<file path="src/rtl/vehicle_pkg.sv">
// Encodings shared between the vehicle controller and the lamp driver,
// plus the indicator FSM state type and dash gear-lamp bit positions.
package vehicle_pkg;

  typedef enum logic [1:0] {
    TURN_NONE    = 2'b00,
    TURN_LEFT    = 2'b01,
    TURN_INVALID = 2'b10,
    TURN_RIGHT   = 2'b11
  } turn_e;

  typedef enum logic [1:0] {
    GEAR_LOCK    = 2'b00,
    GEAR_PARK    = 2'b01,
    GEAR_REVERSE = 2'b10,
    GEAR_FORWARD = 2'b11
  } gear_e;

  typedef enum logic [1:0] {
    IND_IDLE      = 2'd0,
    IND_FLASH_ON  = 2'd1,
    IND_FLASH_OFF = 2'd2
  } ind_state_e;

  typedef enum logic {
    SIDE_LEFT  = 1'b0,
    SIDE_RIGHT = 1'b1
  } side_e;

  localparam int GEAR_LAMP_P = 0;
  localparam int GEAR_LAMP_R = 1;
  localparam int GEAR_LAMP_D = 2;

  function automatic logic [2:0] gear_lamp_decode(input logic [1:0] gear);
    logic [2:0] lamp;
    lamp = '0;
    case (gear)
      GEAR_PARK:    lamp[GEAR_LAMP_P] = 1'b1;
      GEAR_REVERSE: lamp[GEAR_LAMP_R] = 1'b1;
      GEAR_FORWARD: lamp[GEAR_LAMP_D] = 1'b1;
      default:      lamp = '0;
    endcase
    return lamp;
  endfunction

endpackage

</file>
<file path="src/rtl/lamp_period_counter.sv">
// Terminal-count phase counter: counts 0..LIMIT-1 while enabled, wraps to 0
// after the terminal value; done_o is high while the count sits at LIMIT-1.
module lamp_period_counter #(
  parameter int unsigned LIMIT = 4
) (
  input  logic clock,
  input  logic _resetN,
  input  logic clr_i,
  input  logic en_i,
  output logic done_o
);

  localparam int unsigned W = (LIMIT > 1) ? $clog2(LIMIT) : 1;
  localparam logic [W-1:0] LAST = W'(LIMIT - 1);

  logic [W-1:0] count_q, count_d;

  always_comb begin
    count_d = count_q;
    if (clr_i) begin
      count_d = '0;
    end else if (en_i) begin
      count_d = (count_q == LAST) ? '0 : count_q + 1'b1;
    end
  end

  always_ff @(posedge clock or negedge _resetN) begin
    if (!_resetN) begin
      count_q <= '0;
    end else begin
      count_q <= count_d;
    end
  end

  assign done_o = (count_q == LAST);

endmodule

</file>
<file path="src/rtl/signal_lamp_driver.sv">
// Drives indicator, reverse, beeper and dash gear lamps from the vehicle
// controller's turn/gear codes. Every output is a register.
module signal_lamp_driver
  import vehicle_pkg::*;
#(
  parameter int unsigned BLINK_HALF  = 4,
  parameter int unsigned MIN_FLASHES = 3,
  parameter int unsigned BEEP_ON     = 2,
  parameter int unsigned BEEP_OFF    = 6
) (
  input  logic       clock,
  input  logic       _resetN,
  input  logic       _switch,
  input  logic [1:0] _turnState,
  input  logic [1:0] _gearState,
  output logic       _leftLamp,
  output logic       _rightLamp,
  output logic       _reverseLamp,
  output logic       _beeper,
  output logic [2:0] _gearLamp
);

  localparam int unsigned FLASH_W = (MIN_FLASHES > 0) ? $clog2(MIN_FLASHES + 1) : 1;
  localparam logic [FLASH_W-1:0] FLASH_MAX = FLASH_W'(MIN_FLASHES);

  ind_state_e         state_q, state_d;
  side_e              side_q, side_d;
  logic [FLASH_W-1:0] flash_q, flash_d;

  logic  req_left, req_right, req_valid;
  side_e req_side;
  logic  preempt;
  logic  phase_done, phase_clr, phase_en;

  logic       left_d, right_d, rev_d, beep_d;
  logic [2:0] gear_d;
  logic       beep_clr, beep_on_done, beep_off_done;

  // Code 10 is deliberately not a request: it behaves exactly like none.
  assign req_left  = (_turnState == TURN_LEFT);
  assign req_right = (_turnState == TURN_RIGHT);
  assign req_valid = req_left || req_right;
  assign req_side  = req_right ? SIDE_RIGHT : SIDE_LEFT;
  assign preempt   = req_valid && (state_q != IND_IDLE) && (req_side != side_q);

  assign phase_clr = !_switch || (state_q == IND_IDLE) || preempt;
  assign phase_en  = (state_q != IND_IDLE);

  lamp_period_counter #(.LIMIT(BLINK_HALF)) u_phase_cnt (
    .clock   (clock),
    ._resetN (_resetN),
    .clr_i   (phase_clr),
    .en_i    (phase_en),
    .done_o  (phase_done)
  );

  // Beeper phases use the registered beeper output as the phase marker.
  assign beep_clr = !rev_d || !_reverseLamp;

  lamp_period_counter #(.LIMIT(BEEP_ON)) u_beep_on_cnt (
    .clock   (clock),
    ._resetN (_resetN),
    .clr_i   (beep_clr),
    .en_i    (_beeper),
    .done_o  (beep_on_done)
  );

  lamp_period_counter #(.LIMIT(BEEP_OFF)) u_beep_off_cnt (
    .clock   (clock),
    ._resetN (_resetN),
    .clr_i   (beep_clr),
    .en_i    (!_beeper),
    .done_o  (beep_off_done)
  );

  always_ff @(posedge clock or negedge _resetN) begin
    if (!_resetN) begin
      state_q      <= IND_IDLE;
      side_q       <= SIDE_LEFT;
      flash_q      <= '0;
      _leftLamp    <= 1'b0;
      _rightLamp   <= 1'b0;
      _reverseLamp <= 1'b0;
      _beeper      <= 1'b0;
      _gearLamp    <= '0;
    end else begin
      state_q      <= state_d;
      side_q       <= side_d;
      flash_q      <= flash_d;
      _leftLamp    <= left_d;
      _rightLamp   <= right_d;
      _reverseLamp <= rev_d;
      _beeper      <= beep_d;
      _gearLamp    <= gear_d;
    end
  end

  always_comb begin
    state_d = state_q;
    side_d  = side_q;
    flash_d = flash_q;
    if (!_switch) begin
      state_d = IND_IDLE;
      flash_d = '0;
    end else begin
      case (state_q)
        IND_IDLE: begin
          flash_d = '0;
          if (req_valid) begin
            state_d = IND_FLASH_ON;
            side_d  = req_side;
          end
        end
        IND_FLASH_ON: begin
          if (preempt) begin
            side_d  = req_side;
            flash_d = '0;
          end else if (phase_done) begin
            state_d = IND_FLASH_OFF;
            if (flash_q != FLASH_MAX) flash_d = flash_q + 1'b1;
          end
        end
        IND_FLASH_OFF: begin
          if (preempt) begin
            state_d = IND_FLASH_ON;
            side_d  = req_side;
            flash_d = '0;
          end else if (phase_done) begin
            if ((req_valid && (req_side == side_q)) || (flash_q < FLASH_MAX)) begin
              state_d = IND_FLASH_ON;
            end else begin
              state_d = IND_IDLE;
            end
          end
        end
        default: state_d = IND_IDLE;
      endcase
    end
  end

  always_comb begin
    left_d  = (state_d == IND_FLASH_ON) && (side_d == SIDE_LEFT);
    right_d = (state_d == IND_FLASH_ON) && (side_d == SIDE_RIGHT);
    rev_d   = _switch && (_gearState == GEAR_REVERSE);
    gear_d  = _switch ? gear_lamp_decode(_gearState) : 3'b000;
    if (!rev_d) begin
      beep_d = 1'b0;
    end else if (!_reverseLamp) begin
      beep_d = 1'b1;
    end else if (_beeper) begin
      beep_d = !beep_on_done;
    end else begin
      beep_d = beep_off_done;
    end
  end

endmodule

</file>
<file path="config.mk">
export PLATFORM = sky130hd
export DESIGN_NAME = signal_lamp_driver
export DESIGN_NICKNAME = d
export VERILOG_FILES = /design/src/rtl/vehicle_pkg.sv /design/src/rtl/lamp_period_counter.sv /design/src/rtl/signal_lamp_driver.sv
export SDC_FILE = /design/constraint.sdc
export NUM_CORES = 1
export LEC_CHECK = 0
export BUFFER_PORTS_ARGS = -buffer_cell sky130_fd_sc_hd__buf_4
export CAP_MARGIN = 30
export CORE_MARGIN = 2
export CORE_UTILIZATION = 49
export CTS_CLUSTER_SIZE = 10
export DETAILED_ROUTE_END_ITERATION = 10
export PLACE_DENSITY_LB_ADDON = 0.1
export SLEW_MARGIN = 20
export SYNTH_ARGS = -nofsm -noshare
export SYNTH_HDL_FRONTEND = slang
export SYNTH_SLANG_ARGS = --single-unit
</file>
<file path="constraint.sdc">
create_clock -name clock -period 1.56 [get_ports clock]
set_input_delay 0.39 -clock clock [delete_from_list [all_inputs] [get_ports clock]]
set_output_delay 0.39 -clock clock [all_outputs]
set_load 0.1 [all_outputs]
</file>
==> flow_metrics.py <==
metrics = {
    "status": {
        "outcome": "finished, final reports clean",
    },
    "drt": {
        "met2_length_microns": 850,
        "topRoutingLayerUsed": "met4",
        "met1_length_microns": 766,
        "first_iter_violations": 17,
        "ant_nets": 0,
        "drt_pass1_iterations": 4,
        "viasPerCell": 5.06,
        "wl_per_cell_microns": 12.2,
        "num_vias": 718,
        "route.met3.wl_microns": 82,
        "drt_wl_total_mm": 1.73,
        "route.detailed.drc": 0,
    },
    "final_layout": {
        "mostFrequentLayoutCells": "buf_4, dfrtp_1, inv_1, nor2_1, nand2_1",
        "fin_nets": 131,
        "final_common_cell": "buf_4",
        "area_growth_pct": 30.7,
        "finalNonFillerCells": 142,
        "final_layout_size_suffix_gt1_frac": 0.385,
        "final.fill_count": 144,
        "antennaDiodeCount": 0,
    },
    "critical_path": {
        "path_class": "reg2reg",
        "cp_data_required_time_ns": 1.73,
        "critical_path.startpoint_type": "flip-flop",
        "crit_arrival_ns": 1.66,
        "crit_buf_inv": 1,
        "critPathSlowestCell": "dfrtp_2",
        "cp-end-kind": "flip-flop",
        "cp_top_family": "simple AND/OR/NAND/NOR gates",
        "cp_cell_sequence": "ha_1 > nor2b_2 > buf_4 > nand4_1 > nand3_2 > nor3b_1",
        "critPathMaxStageDelay_ns": 0.45,
        "path_max_fanout": 4,
    },
    "synthesis": {
        "ys_ff_latch": 17,
        "synthCells": 92,
        "syn_avg_cell_area_sq_um": 9.87,
        "syn_nets": 105,
        "ys_top_cells_by_area": "dfrtp_1, ha_1, inv_1, nor2_1, a21oi_1",
        "syn_area_sq_um": 908,
        "ys_seq_area_frac": 0.468,
        "ys_warn_count": 0,
        "synth_cell_type_count": 32,
        "yosys.area.top_type_share": 0.468,
        "yosysTopAreaCell": "dfrtp_1",
    },
    "sta": {
        "hold_viol_final": 0,
        "setup_viol": 0,
        "skew_ns": 0.0109,
        "layout_min_cycle_time_ns": 1.49,
        "slew_headroom": 0.813,
        "fmax_ghz": 0.673,
        "post-route-period-util": 0.953,
        "worst_slew_pin_slew_ns": 0.282,
        "drv_slew": 0,
        "rsz0062_at_grt": "false",
    },
    "place": {
        "dp.cells": 137,
        "routabilityCongestion": 0.754,
        "hpwl_mm": 1.30,
        "port-buffer-count": 13,
    },
    "global_routing": {
        "grt.overflow.total": 0,
        "grt_usage": 0.175,
        "grt_first_pass_wirelength_mm": 2.67,
        "grt_pass1_vias": 633,
        "grt_start_max_net_pins": 18,
        "antenna_found_initial": 0,
    },
    "floorplan": {
        "rows": 15,
        "initial_core_util": 0.526,
        "core_sq_um": 1730,
        "io-pin-count": 14,
        "fp.dieH_microns": 47.1,
        "die_width_microns": 47.1,
        "die-area_sq_um": 2210,
    },
    "clock_network": {
        "clk_pin_slew_worst_paths_ns": 0.09,
        "cts_made_buffers": 3,
        "cts.sinks": 17,
        "cts_buffer_depth": 2,
        "root_buffer": "clkbuf_4",
        "postCtsSetupRepairBufs": 0,
        "cts_tree": "yes",
        "cts_max_level": 1,
        "clk_latency_ns": 0.29,
    },
    "power_and_ir_drop": {
        "powerDensity_nw_per_um2": 970,
        "p_total_mw": 1.15,
        "ir_drop_v": 0.000703,
        "p_leak_nw": 0.579,
    },
    "min_path": {
        "hp-class": "in2reg",
    },
    "job": {
        "maxCapViolCount": 0,
    },
}
-- flip-flops by register name (all words and copies together) (netlist names) --
register                cells
_beeper                     1
_gearLamp                   3
_leftLamp                   1
_rightLamp                  1
flash_q                     2
side_q                      1
state_q                     2
u_beep_off_cnt.count_q      3
u_beep_on_cnt.done_o        1
u_phase_cnt.count_q         2
-- layer usage --
layer / vias to the layer above / global-route usage
met5: - / 0
met4: 0 / 0.0500
met3: 6 / 0.0731
met2: 17 / 0.279
met1: 330 / 0.217
li1: 365 / -
-- through the flow --
stage / util / setup slack (ns) / area, sq um / hold slack, ns / setup TNS, ns
6_report: 0.688 / 0.0731 / 1190 / 0.253 / 0
3_5_place_dp: 0.632 / -0.0496 / 1090 / 0.262 / -0.0657
3_3_place_gp: 0.632 / 0.0128 / 1090 / 0.259 / 0
2_1_floorplan: - / 0.0282 / 911 / 0.0944 / 0
5_1_grt: 0.688 / 0.000545 / 1190 / 0.250 / 0
4_1_cts: 0.656 / 0.0110 / 1130 / 0.244 / 0
-- power breakdown --
group / total, mW / leakage (nW) / internal [mW] / switching [mW]
combinational: 0.424 / 0.338 / 0.171 / 0.253
sequential: 0.504 / 0.226 / 0.476 / 0.0282
clock: 0.224 / 0.0150 / 0.0993 / 0.124
total: 1.15 / 0.579 / 0.747 / 0.406
-- synthesized netlist by cell type --
master    number
dfrtp_1       17
inv_1         11
nor2_1         9
ha_1           6
a21oi_1        5
nand2_1        5
nand3_1        5
nand4_1        3
nor3_1         3
nor3b_1        3
a21oi_2        2
o22ai_1        2
xor2_1         2
a211oi_1       1
a21o_1         1
a31oi_1        1
and3_1         1
and3b_1        1
buf_2          1
buf_4          1
buf_6          1
maj3_1         1
mux2_4         1
mux2i_1        1
nand2b_1       1
nor2b_1        1
o2111a_1       1
o211ai_1       1
o21a_1         1
o21ai_0        1
o31ai_2        1
xnor2_1        1
-- worst register-to-register path: cells and delay by family (launching register included) --
family | cells | cell delay, ns
simple gates | 4 | 0.54
flops | 1 | 0.45
fa+ha+maj | 1 | 0.23
buf+inv | 1 | 0.16
-- timing repair --
action                                 in CTS  in global routing
pin swaps                                   0                  3
endpoints found under the hold margin      17                  0
setup endpoints to repair                   4                  5
gates resized for setup                     2                 13
hold buffers                                1                  0
-- path summary, 6_finish.rpt --
kind	start	to	slack, ns	cells after the start
max	state_q[0]	_rightLamp	0.07	6
min	_gearState[1]	_gearLamp[0]	0.25	2
max reg2reg	state_q[0]	_rightLamp	0.07	6
min reg2reg	u_phase_cnt.count_q[0]	u_phase_cnt.count_q[0]	0.46	1
max in group asynchronous	_resetN	state_q[0]	0.86	2
min in group asynchronous	_resetN	flash_q[0]	0.49	2
-- logic make-up after synthesis --
kind of cell | Yosys count | synth area share
buf+inv | 14 | 0.0716
mux | 2 | 0.0275
simple gates | 32 | 0.178
flops | 17 | 0.468
fa+ha+maj | 7 | 0.0937
compound gates | 17 | 0.132
xor+xnor | 3 | 0.0289
-- layout make-up --
cell class,count,area [sq um],area share
multi-input cells,61,477,0.401
flip-flops and latches,17,429,0.361
repair buffers,24,183,0.154
inverters,11,41.3,0.0348
well taps,25,31.3,0.0263
clock buffers,4,26.3,0.0221
No activity file was read; power rests on OpenSTA's default activity.
